<file path="src/rtl/mbt_scan_ctrl.sv">
// Frame-scan sequencer: walks LANES-wide pixel groups across the frame, launching the MBT lanes per group.
// Optional watchdog on the RUN wait is enabled by defining MBT_WATCHDOG_EN.
module mbt_scan_ctrl #(
    parameter int N         = 16,
    parameter int H_RES     = 640,
    parameter int V_RES     = 480,
    parameter int LANES     = 4,
    parameter int FETCH_LAT = 3,
    parameter int WD_CYCLES = 4096
) (
    input  logic             clk,
    input  logic             rst_n,
    input  logic             frame_start,
    input  logic [N-1:0]     x_min_in,
    input  logic [N-1:0]     y_max_in,
    input  logic [1:0]       zoom_in,
    output logic [N-1:0]     x_min,
    output logic [N-1:0]     y_max,
    output logic [1:0]       zoom_level,
    output logic [15:0]      i_x,
    output logic [15:0]      i_y,
    output logic             rstMBT,
    output logic             start,
    input  logic [LANES-1:0] mbt_done,
    output logic             wr_req,
    output logic [15:0]      wr_x,
    output logic [15:0]      wr_y,
    input  logic             wr_ack,
    output logic             busy,
    output logic             frame_done,
    output logic             timeout_flag,
    output logic [2:0]       dbg_state
);

    typedef enum logic [2:0] {
        S_IDLE    = 3'd0,
        S_SETUP   = 3'd1,
        S_LAUNCH  = 3'd2,
        S_RUN     = 3'd3,
        S_WRITE   = 3'd4,
        S_ADVANCE = 3'd5,
        S_DONE    = 3'd6
    } state_t;

    localparam logic [7:0]  SETUP_LAST = 8'(FETCH_LAT - 1);
    localparam logic [15:0] STEP_X     = 16'(LANES);
    localparam logic [15:0] END_X      = 16'(H_RES);
    localparam logic [15:0] LAST_X     = 16'(H_RES - LANES);
    localparam logic [15:0] LAST_Y     = 16'(V_RES - 1);

    state_t           state, state_nxt;
    logic [7:0]       setup_cnt;
    logic [LANES-1:0] done_mask;
    logic             mask_all;
    logic             wd_hit;
    logic             last_group;

    assign mask_all   = &(done_mask | mbt_done);
    assign last_group = (i_x == LAST_X) && (i_y == LAST_Y);
    assign dbg_state  = state;
    assign wr_x       = i_x;
    assign wr_y       = i_y;

`ifdef MBT_WATCHDOG_EN
    // Trip one cycle early so WRITE lands exactly WD_CYCLES cycles after LAUNCH.
    localparam logic [15:0] WD_TRIP = 16'(WD_CYCLES - 2);
    logic [15:0] wd_cnt;
    logic        timeout_q;

    assign wd_hit       = (state == S_RUN) && !mask_all && (wd_cnt == WD_TRIP);
    assign timeout_flag = timeout_q;

    always_ff @(posedge clk or negedge rst_n) begin
        if (!rst_n) begin
            wd_cnt    <= '0;
            timeout_q <= 1'b0;
        end else begin
            if (state == S_IDLE && frame_start)
                timeout_q <= 1'b0;
            else if (wd_hit)
                timeout_q <= 1'b1;
            if (state == S_LAUNCH)
                wd_cnt <= '0;
            else if (state == S_RUN)
                wd_cnt <= wd_cnt + 16'd1;
        end
    end
`else
    assign wd_hit       = 1'b0;
    assign timeout_flag = 1'b0;
`endif

    always_ff @(posedge clk or negedge rst_n) begin
        if (!rst_n)
            state <= S_IDLE;
        else
            state <= state_nxt;
    end

    always_comb begin
        state_nxt = state;
        case (state)
            S_IDLE:    if (frame_start) state_nxt = S_SETUP;
            S_SETUP:   if (setup_cnt == SETUP_LAST) state_nxt = S_LAUNCH;
            S_LAUNCH:  state_nxt = S_RUN;
            S_RUN:     if (mask_all || wd_hit) state_nxt = S_WRITE;
            S_WRITE:   if (wr_ack) state_nxt = S_ADVANCE;
            S_ADVANCE: state_nxt = last_group ? S_DONE : S_SETUP;
            S_DONE:    state_nxt = S_IDLE;
            default:   state_nxt = S_IDLE;
        endcase
    end

    // wr_req/wr_ack: wr_req holds with wr_x/wr_y stable until the cycle wr_ack is sampled high.
    always_comb begin
        rstMBT     = 1'b0;
        start      = 1'b0;
        wr_req     = 1'b0;
        frame_done = 1'b0;
        busy       = (state != S_IDLE);
        case (state)
            S_SETUP:  rstMBT     = 1'b1;
            S_LAUNCH: start      = 1'b1;
            S_WRITE:  wr_req     = 1'b1;
            S_DONE:   frame_done = 1'b1;
            default:  ;
        endcase
    end

    always_ff @(posedge clk or negedge rst_n) begin
        if (!rst_n) begin
            x_min      <= '0;
            y_max      <= '0;
            zoom_level <= '0;
            i_x        <= '0;
            i_y        <= '0;
            setup_cnt  <= '0;
            done_mask  <= '0;
        end else begin
            setup_cnt <= (state == S_SETUP) ? setup_cnt + 8'd1 : 8'd0;
            case (state)
                S_IDLE: if (frame_start) begin
                    x_min      <= x_min_in;
                    y_max      <= y_max_in;
                    zoom_level <= zoom_in;
                    i_x        <= '0;
                    i_y        <= '0;
                end
                S_LAUNCH: done_mask <= '0;
                // Lane flags seen before LAUNCH never reach the mask.
                S_RUN: done_mask <= wd_hit ? '1 : (done_mask | mbt_done);
                S_ADVANCE: begin
                    if (i_x + STEP_X < END_X) begin
                        i_x <= i_x + STEP_X;
                    end else begin
                        i_x <= '0;
                        i_y <= i_y + 16'd1;
                    end
                end
                default: ;
            endcase
        end
    end

endmodule

</file>
<file path="config.mk">
export PLATFORM = sky130hd
export DESIGN_NAME = mbt_scan_ctrl
export DESIGN_NICKNAME = d
export VERILOG_FILES = /design/src/rtl/mbt_scan_ctrl.sv
export SDC_FILE = /design/constraint.sdc
export NUM_CORES = 1
export LEC_CHECK = 0
export CAP_MARGIN = 30
export CORE_MARGIN = 2
export CORE_UTILIZATION = 48
export CTS_CLUSTER_DIAMETER = 80
export CTS_CLUSTER_SIZE = 10
export DETAILED_ROUTE_END_ITERATION = 10
export GPL_TIMING_DRIVEN = 0
export HOLD_SLACK_MARGIN = 0.06
export PLACE_DENSITY = 0.92
export SLEW_MARGIN = 20
export SYNTH_ARGS = -nofsm -noshare
export SYNTH_HDL_FRONTEND = slang
export SYNTH_SLANG_ARGS = --single-unit
</file>
<file path="constraint.sdc">
create_clock -name clk -period 5.1 [get_ports clk]
set_clock_uncertainty 0.1 [all_clocks]
set_input_delay 1.275 -clock clk [delete_from_list [all_inputs] [get_ports clk]]
set_output_delay 1.275 -clock clk [all_outputs]
set_load 0.01 [all_outputs]
</file>
==> results of run 1 <==
==> worst register-to-register path, stage by stage (launching register included) <==
cell,delay (ns)
dfrtp_1,0.53
nand4_2,0.22
nor4_1,0.34
mux2_2,0.40
nor4_1,0.41
buf_2,0.29
buf_2,0.25
nand2_1,0.10
a22o_1,0.23
==> metrics by stage <==
step           utilization  hold slack [ns]  worst slack (ns)
2_1_floorplan            -            0.363              2.39
3_3_place_gp         0.689            0.357           -0.0813
3_5_place_dp         0.691            0.361              1.94
4_1_cts              0.718            0.380              1.67
5_1_grt              0.718            0.410              1.54
6_report             0.718            0.375              1.67
==> cell families (layout without fill, tap and decap cells) <==
logic type,after synthesis,in the layout,share of synthesized area
adders and majority gates,5,5,0.0153
xor gates and xnor gates,8,8,0.0172
other,1,5,0.000919
buffers and inverters,71,230,0.102
and+or+nand+nor,213,213,0.241
AOI/OAI and AO/OA,81,81,0.133
muxes,2,2,0.00552
DFF,79,79,0.484
==> layout make-up <==
class                           count  area, um^2  share of cell area
Clock buffer                       10         138              0.0233
Sequential cell                    79        1980               0.335
Timing Repair Buffer              144        1450               0.246
Multi-Input combinational cell    314        1700               0.289
Clock inverter                      5        81.3              0.0138
Buffer                             59         373              0.0632
Tap cell                          105         131              0.0223
Inverter                           12        45.0             0.00764
==> state kept, by name, summed over array words and instances, names as in the netlist <==
signal / count
dbg_state: 3
done_mask: 4
i_x: 14
i_y: 16
setup_cnt: 8
x_min: 16
y_max: 16
zoom_level: 2
==> synthesized netlist by cell type, types with 6 or more instances <==
cell / instances
nand2_1: 117
dfrtp_1: 79
buf_4: 37
nor2_1: 28
a31oi_1: 23
o21ai_0: 18
clkbuf_1: 17
inv_1: 12
nand3_1: 12
nand4_1: 10
and3_1: 8
a21o_1: 7
or4_1: 6
==> final timing paths <==
path / endpoint / slack (ns) / cells past startpoint
setup / recovery: start / 1.67 / 4
hold / removal: y_max[5] / 0.37 / 2
setup reg to reg: i_y[14] / 2.11 / 8
hold reg to reg: y_max[5] / 0.37 / 2
max in group asynchronous: x_min[14] / 3.52 / 2
min in group asynchronous: i_y[1] / 0.78 / 1
==> routing by layer <==
| layer | track usage | share of wire | up-vias |
|---|---|---|---|
| met1 | 0.312 | 0.38 | 1876 |
| met2 | 0.428 | 0.50 | 205 |
| li1 | - | - | 1863 |
| met5 | 0 | 0 | - |
| met3 | 0.0783 | 0.10 | 28 |
| met4 | 0.0869 | 0.020 | 0 |
==> where the power goes <==
| group | internal (mW) | leakage [nW] | total, mW | switching, mW |
|---|---|---|---|---|
| Clock | 0.287 | 0.109 | 0.526 | 0.239 |
| Sequential | 0.831 | 1.03 | 1.02 | 0.189 |
| Combinational | 0.686 | 1.54 | 1.28 | 0.595 |
| Total | 1.80 | 2.68 | 2.83 | 1.02 |
==> metrics.yaml, run 1 <==
outcome:
  status: "finished, final reports clean"
detailed_routing:
  drt_iter0_drc: 341
  routedWlPerCell_um: 15.1
  ant_nets: 0
  wirelength_um: 11000
  drc: 0
  dr.pass1.iters: 7
  via_per_inst: 5.46
  vias: 3972
critical_path:
  cp-start-kind: "flip-flop"
  crit_arrival_ns: 2.05
  cpLargestDelayFamily: "buffers and inverters"
  cp_slowest_stage_delay_ns: 0.60
  endpoint_kind: "output pin"
  startpoint: "dbg_state[1]"
  cp_slowest_cell: "clkdlybuf4s50_1"
  critical_path_class: "flip-flop to output pin"
  critical_path.cell_chain: "clkbuf_1 -> nand2b_1 -> nor2_1 -> clkdlybuf4s50_1"
  crit_buf_inv: 2
  reg2reg_from: "i_x[8]"
  crit_fanout: 10
  critical_path_required_ns: 3.72
timing:
  timing.fmax_ghz: 0.292
  rsz0062_at_grt: "no"
  fin_crit_ns: 3.43
  slew_headroom: 0.623
  period_share: 0.672
  slew_violations: 0
  tns_ns: 0
  hold_viol_final: 0
  worst_pin_slew_ns: 0.566
  setup_viol: 0
synth:
  synth.avg_cell_area_um2: 8.88
  synth_edf_count: 0
  yosys.area.top_type: "dfrtp_1"
  syn-instance-count: 460
  yosysSeqAreaShare: 0.484
  synthTopCellsByArea: "dfrtp_1 48%, nand2_1 11%, buf_4 6.8%"
  syn-cell-area_um2: 4080
  ys_types: 50
  synth_top_flop_cell: "dfrtp_1"
  ys_async_sr_fraction: 1.00
  synth_top_area_frac: 0.484
  ys_ff_latch: 79
  ys.warnings.count: 0
die:
  rows: 33
  core_area_um2: 8220
  ios: 149
  die-width_um: 96.2
  die_y_um: 96.2
  start_util: 0.497
  fp.dieArea_um2: 9260
layout:
  area_growth_pct: 44.4
  diodes: 0
  drive_gt1_frac: 0.111
  design_area_um2: 5900
  final_common_cell: "clkdlybuf4s50_1"
  fill_cells: 609
  stdcell_count: 728
  fin_nets: 666
  final_cell_mix: "142 x clkdlybuf4s50_1, 117 x nand2_1, 79 x dfrtp_1"
clock_network:
  clkSlewWorstSetupHoldPaths_ns: 0.09
  cts_tree: "done"
  cts-buffers-inserted: 9
  clock_sinks: 79
  cts_setup_buffers: 0
  cts_root_buffer: "clkbuf_8"
  post_cts_resized: 0
  ctsHoldBuffers: 0
  cts_max_path_buffers: 2
  h-tree-depth: 3
  clk_latency_ns: 0.36
placement:
  dpl-instance-area_um2: 5680
  portBuffers: 143
  globalplace.congestion: 0.878
  dp_cells: 713
  detailed_place_hpwl_um: 8180
global_route:
  grt_pass1_vias: 3944
  grt_use_total: 0.255
  grt-ovfl-total: 0
  grt_max_degree: 43
  antenna_found_initial: 0
  grt_pass1_wl_um: 18400
pwr:
  leakage_nw: 2.68
  power_density_nw_per_um2: 479
  vdd_ir_drop_max_mv: 0.337
  power_mw: 2.83
min_path:
  hold_class: "flip-flop to flip-flop"
  min_from: "y_max[5]"
job:
  max_cap_violations: 0
Note: power is estimated with default switching activity, not from simulation.
==> run 2: changes to the inputs <==
--- a/config.mk
+++ b/config.mk
@@ -7,13 +7,13 @@
 export LEC_CHECK = 0
 export CAP_MARGIN = 30
 export CORE_MARGIN = 2
-export CORE_UTILIZATION = 48
+export CORE_UTILIZATION = 45
 export CTS_CLUSTER_DIAMETER = 80
 export CTS_CLUSTER_SIZE = 10
 export DETAILED_ROUTE_END_ITERATION = 10
 export GPL_TIMING_DRIVEN = 0
 export HOLD_SLACK_MARGIN = 0.06
-export PLACE_DENSITY = 0.92
+export PLACE_DENSITY = 0.88
 export SLEW_MARGIN = 20
 export SYNTH_ARGS = -nofsm -noshare
 export SYNTH_HDL_FRONTEND = slang
==> constraint.sdc (replaced) <==
create_clock -name clk -period 3.3 [get_ports clk]
set_clock_uncertainty 0.1 [all_clocks]
set_input_delay 0.825 -clock clk [delete_from_list [all_inputs] [get_ports clk]]
set_output_delay 0.825 -clock clk [all_outputs]
set_load 0.01 [all_outputs]
==> metrics.yaml, run 2 (same netlist as run 1, synthesis figures left out) <==
outcome:
  status: "finished, final reports clean"
global_route:
  grt-ovfl-total: 0  # unchanged
  antenna_found_initial: 0  # unchanged
  grt_pass1_vias: 3675  # -6.8%
  grt_pass1_wl_um: 17900  # -2.9%
  met2_usage: 0.362  # -0.0654
  gr-usage-met3: 0.0611  # -0.0172
  grt_max_degree: 41  # -4.7%
  top_usage_layer: "met2"
  met1_usage: 0.288  # -0.0240
  grt_use_total: 0.224  # -0.0316
pwr:
  power_density_nw_per_um2: 718  # +50%
  leakage_nw: 2.66  # -0.82%
  vdd_ir_drop_max_mv: 0.483  # +43%
  power_mw: 4.21  # +49%
  power_frac_seq: 0.374  # +0.013
  p_sw_mw: 1.58  # +55%
  p_int_mw: 2.62  # +45%
  p_sw_frac: 0.376  # +0.0142
  clock_power_share: 0.157  # -0.029
  combPwrFrac: 0.469  # +0.016
die:
  core_area_um2: 8760  # +6.7%
  die_y_um: 99.3  # +3.1%
  start_util: 0.466  # -0.0310
  fp.dieArea_um2: 9850  # +6.4%
  ios: 149  # unchanged
  rows: 34  # +3.0%
  die-width_um: 99.3  # +3.1%
layout:
  stdcell_count: 732  # +0.55%
  area_growth_pct: 43.5
  fill_cells: 719  # +18%
  utilization: 0.669  # -0.0489
  diodes: 0  # unchanged
  largestRegisters: "i_y (16), x_min (16), y_max (16)"
  final_common_cell: "clkdlybuf4s50_1"
  drive_gt1_frac: 0.112  # +0.00143
  final_cell_mix: "142 x clkdlybuf4s50_1, 117 x nand2_1, 79 x dfrtp_1"
  design_area_um2: 5860  # -0.62%
  fin_nets: 666  # unchanged
clock_network:
  clk_latency_ns: 0.35  # about the same
  post_cts_resized: 0  # unchanged
  clkSlewWorstSetupHoldPaths_ns: 0.09  # about the same
  cts_root_buffer: "clkbuf_8"
  cts_tree: "done"
  cts_max_path_buffers: 2  # unchanged
  h-tree-depth: 3  # unchanged
  ctsHoldBuffers: 0  # unchanged
  clock_sinks: 79  # unchanged
  cts_setup_buffers: 0  # unchanged
  cts-buffers-inserted: 9  # unchanged
timing:
  tns_ns: 0  # unchanged
  rsz0062_at_grt: "no"
  setup_viol: 0  # unchanged
  slew_violations: 0  # unchanged
  whs_ns: 0.338  # -0.0363 ns
  fin_crit_ns: 3.05
  hold_viol_final: 0  # unchanged
  setup_ws_ns: 0.251  # -1.42 ns
  period_share: 0.924
  worst_pin_slew_ns: 0.559  # -0.00716 ns
  timing.fmax_ghz: 0.328
  slew_headroom: 0.623  # about the same
placement:
  dpl_worst_slack_ns: 0.308  # -1.64 ns
  portBuffers: 143  # unchanged
  dpl-instance-area_um2: 5680  # about the same
  dp_cells: 716  # +0.42%
  globalplace.congestion: 0.871  # -0.76%
  detailed_place_hpwl_um: 8210  # +0.26%
detailed_routing:
  routedWlPerCell_um: 14.8  # -2.3%
  drt_iter0_drc: 246  # -28%
  wirelength_um: 10800  # -1.8%
  via_per_inst: 5.32  # -2.5%
  drc: 0  # unchanged
  ant_nets: 0  # unchanged
  dr.pass1.iters: 5  # -2
  vias: 3895  # -1.9%
critical_path:
  crit_fanout: 10  # unchanged
  critical_path_class: "flip-flop to flip-flop"
  ff2ff_path_depth: 8  # unchanged
  critical_path_required_ns: 3.44  # -0.28 ns
  cp-start-kind: "flip-flop"
  crit_arrival_ns: 3.19  # +1.14 ns
  endpoint_kind: "flip-flop"
job:
  max_cap_violations: 0  # unchanged
min_path:
  hold_class: "primary input to asynchronous set/reset pin"
-- run 2: cell count changes in the layout (fill, tap and decap cells not counted) --
cell / delta
bufinv_16: -2
inv_6: +2
clkbuf_8: -1
clkinv_4: +1
clkinvlp_4: +1
-- run 2: worst max-delay path, cell delays in order (launching register included) --
cell	delay, ns
dfrtp_1	0.54
nand4_2	0.23
nor4_1	0.35
mux2_2	0.41
nor4_1	0.44
buf_2	0.30
buf_2	0.25
nand2_1	0.10
a22o_1	0.23
-- run 2: layout make-up --
cell class	count	area (um^2)	area share
buffer	59	373	0.0636
sequential	79	1980	0.337
tap	108	135	0.0231
inverter	12	45.0	0.00769
multi-input combinational	314	1700	0.291
clock buffer	9	124	0.0211
timing repair buffer	144	1450	0.247
clock inverter	7	55.1	0.00939
-- run 2: power groups by stage --
stage	sequential [mW]	combinational (mW)	clock [mW]
2_1_floorplan	1.67	0.836	0
3_3_place_gp	1.57	1.93	0
3_5_place_dp	1.59	1.98	0
4_1_cts	1.57	1.99	0.675
5_1_grt	1.63	2.16	0.712
6_report	1.57	1.97	0.661
-- run 2: per-layer routing --
layer | vias to the layer above | share of wire
li1 | 1861 | -
met5 | - | 0
met4 | 0 | 0.022
met1 | 1837 | 0.40
met3 | 24 | 0.095
met2 | 173 | 0.49
-- run 2: path summary, 6_finish.rpt --
check	start	end	slack, ns
max	i_x[8]	i_y[14]	0.25
max in group asynchronous	rst_n	x_min[10]	2.17
min	rst_n	i_x[6]	0.34
min in group clk	zoom_level[1]	zoom_level[1]	0.38
max reg2reg	i_x[8]	i_y[14]	0.25
min reg2reg	zoom_level[1]	zoom_level[1]	0.38
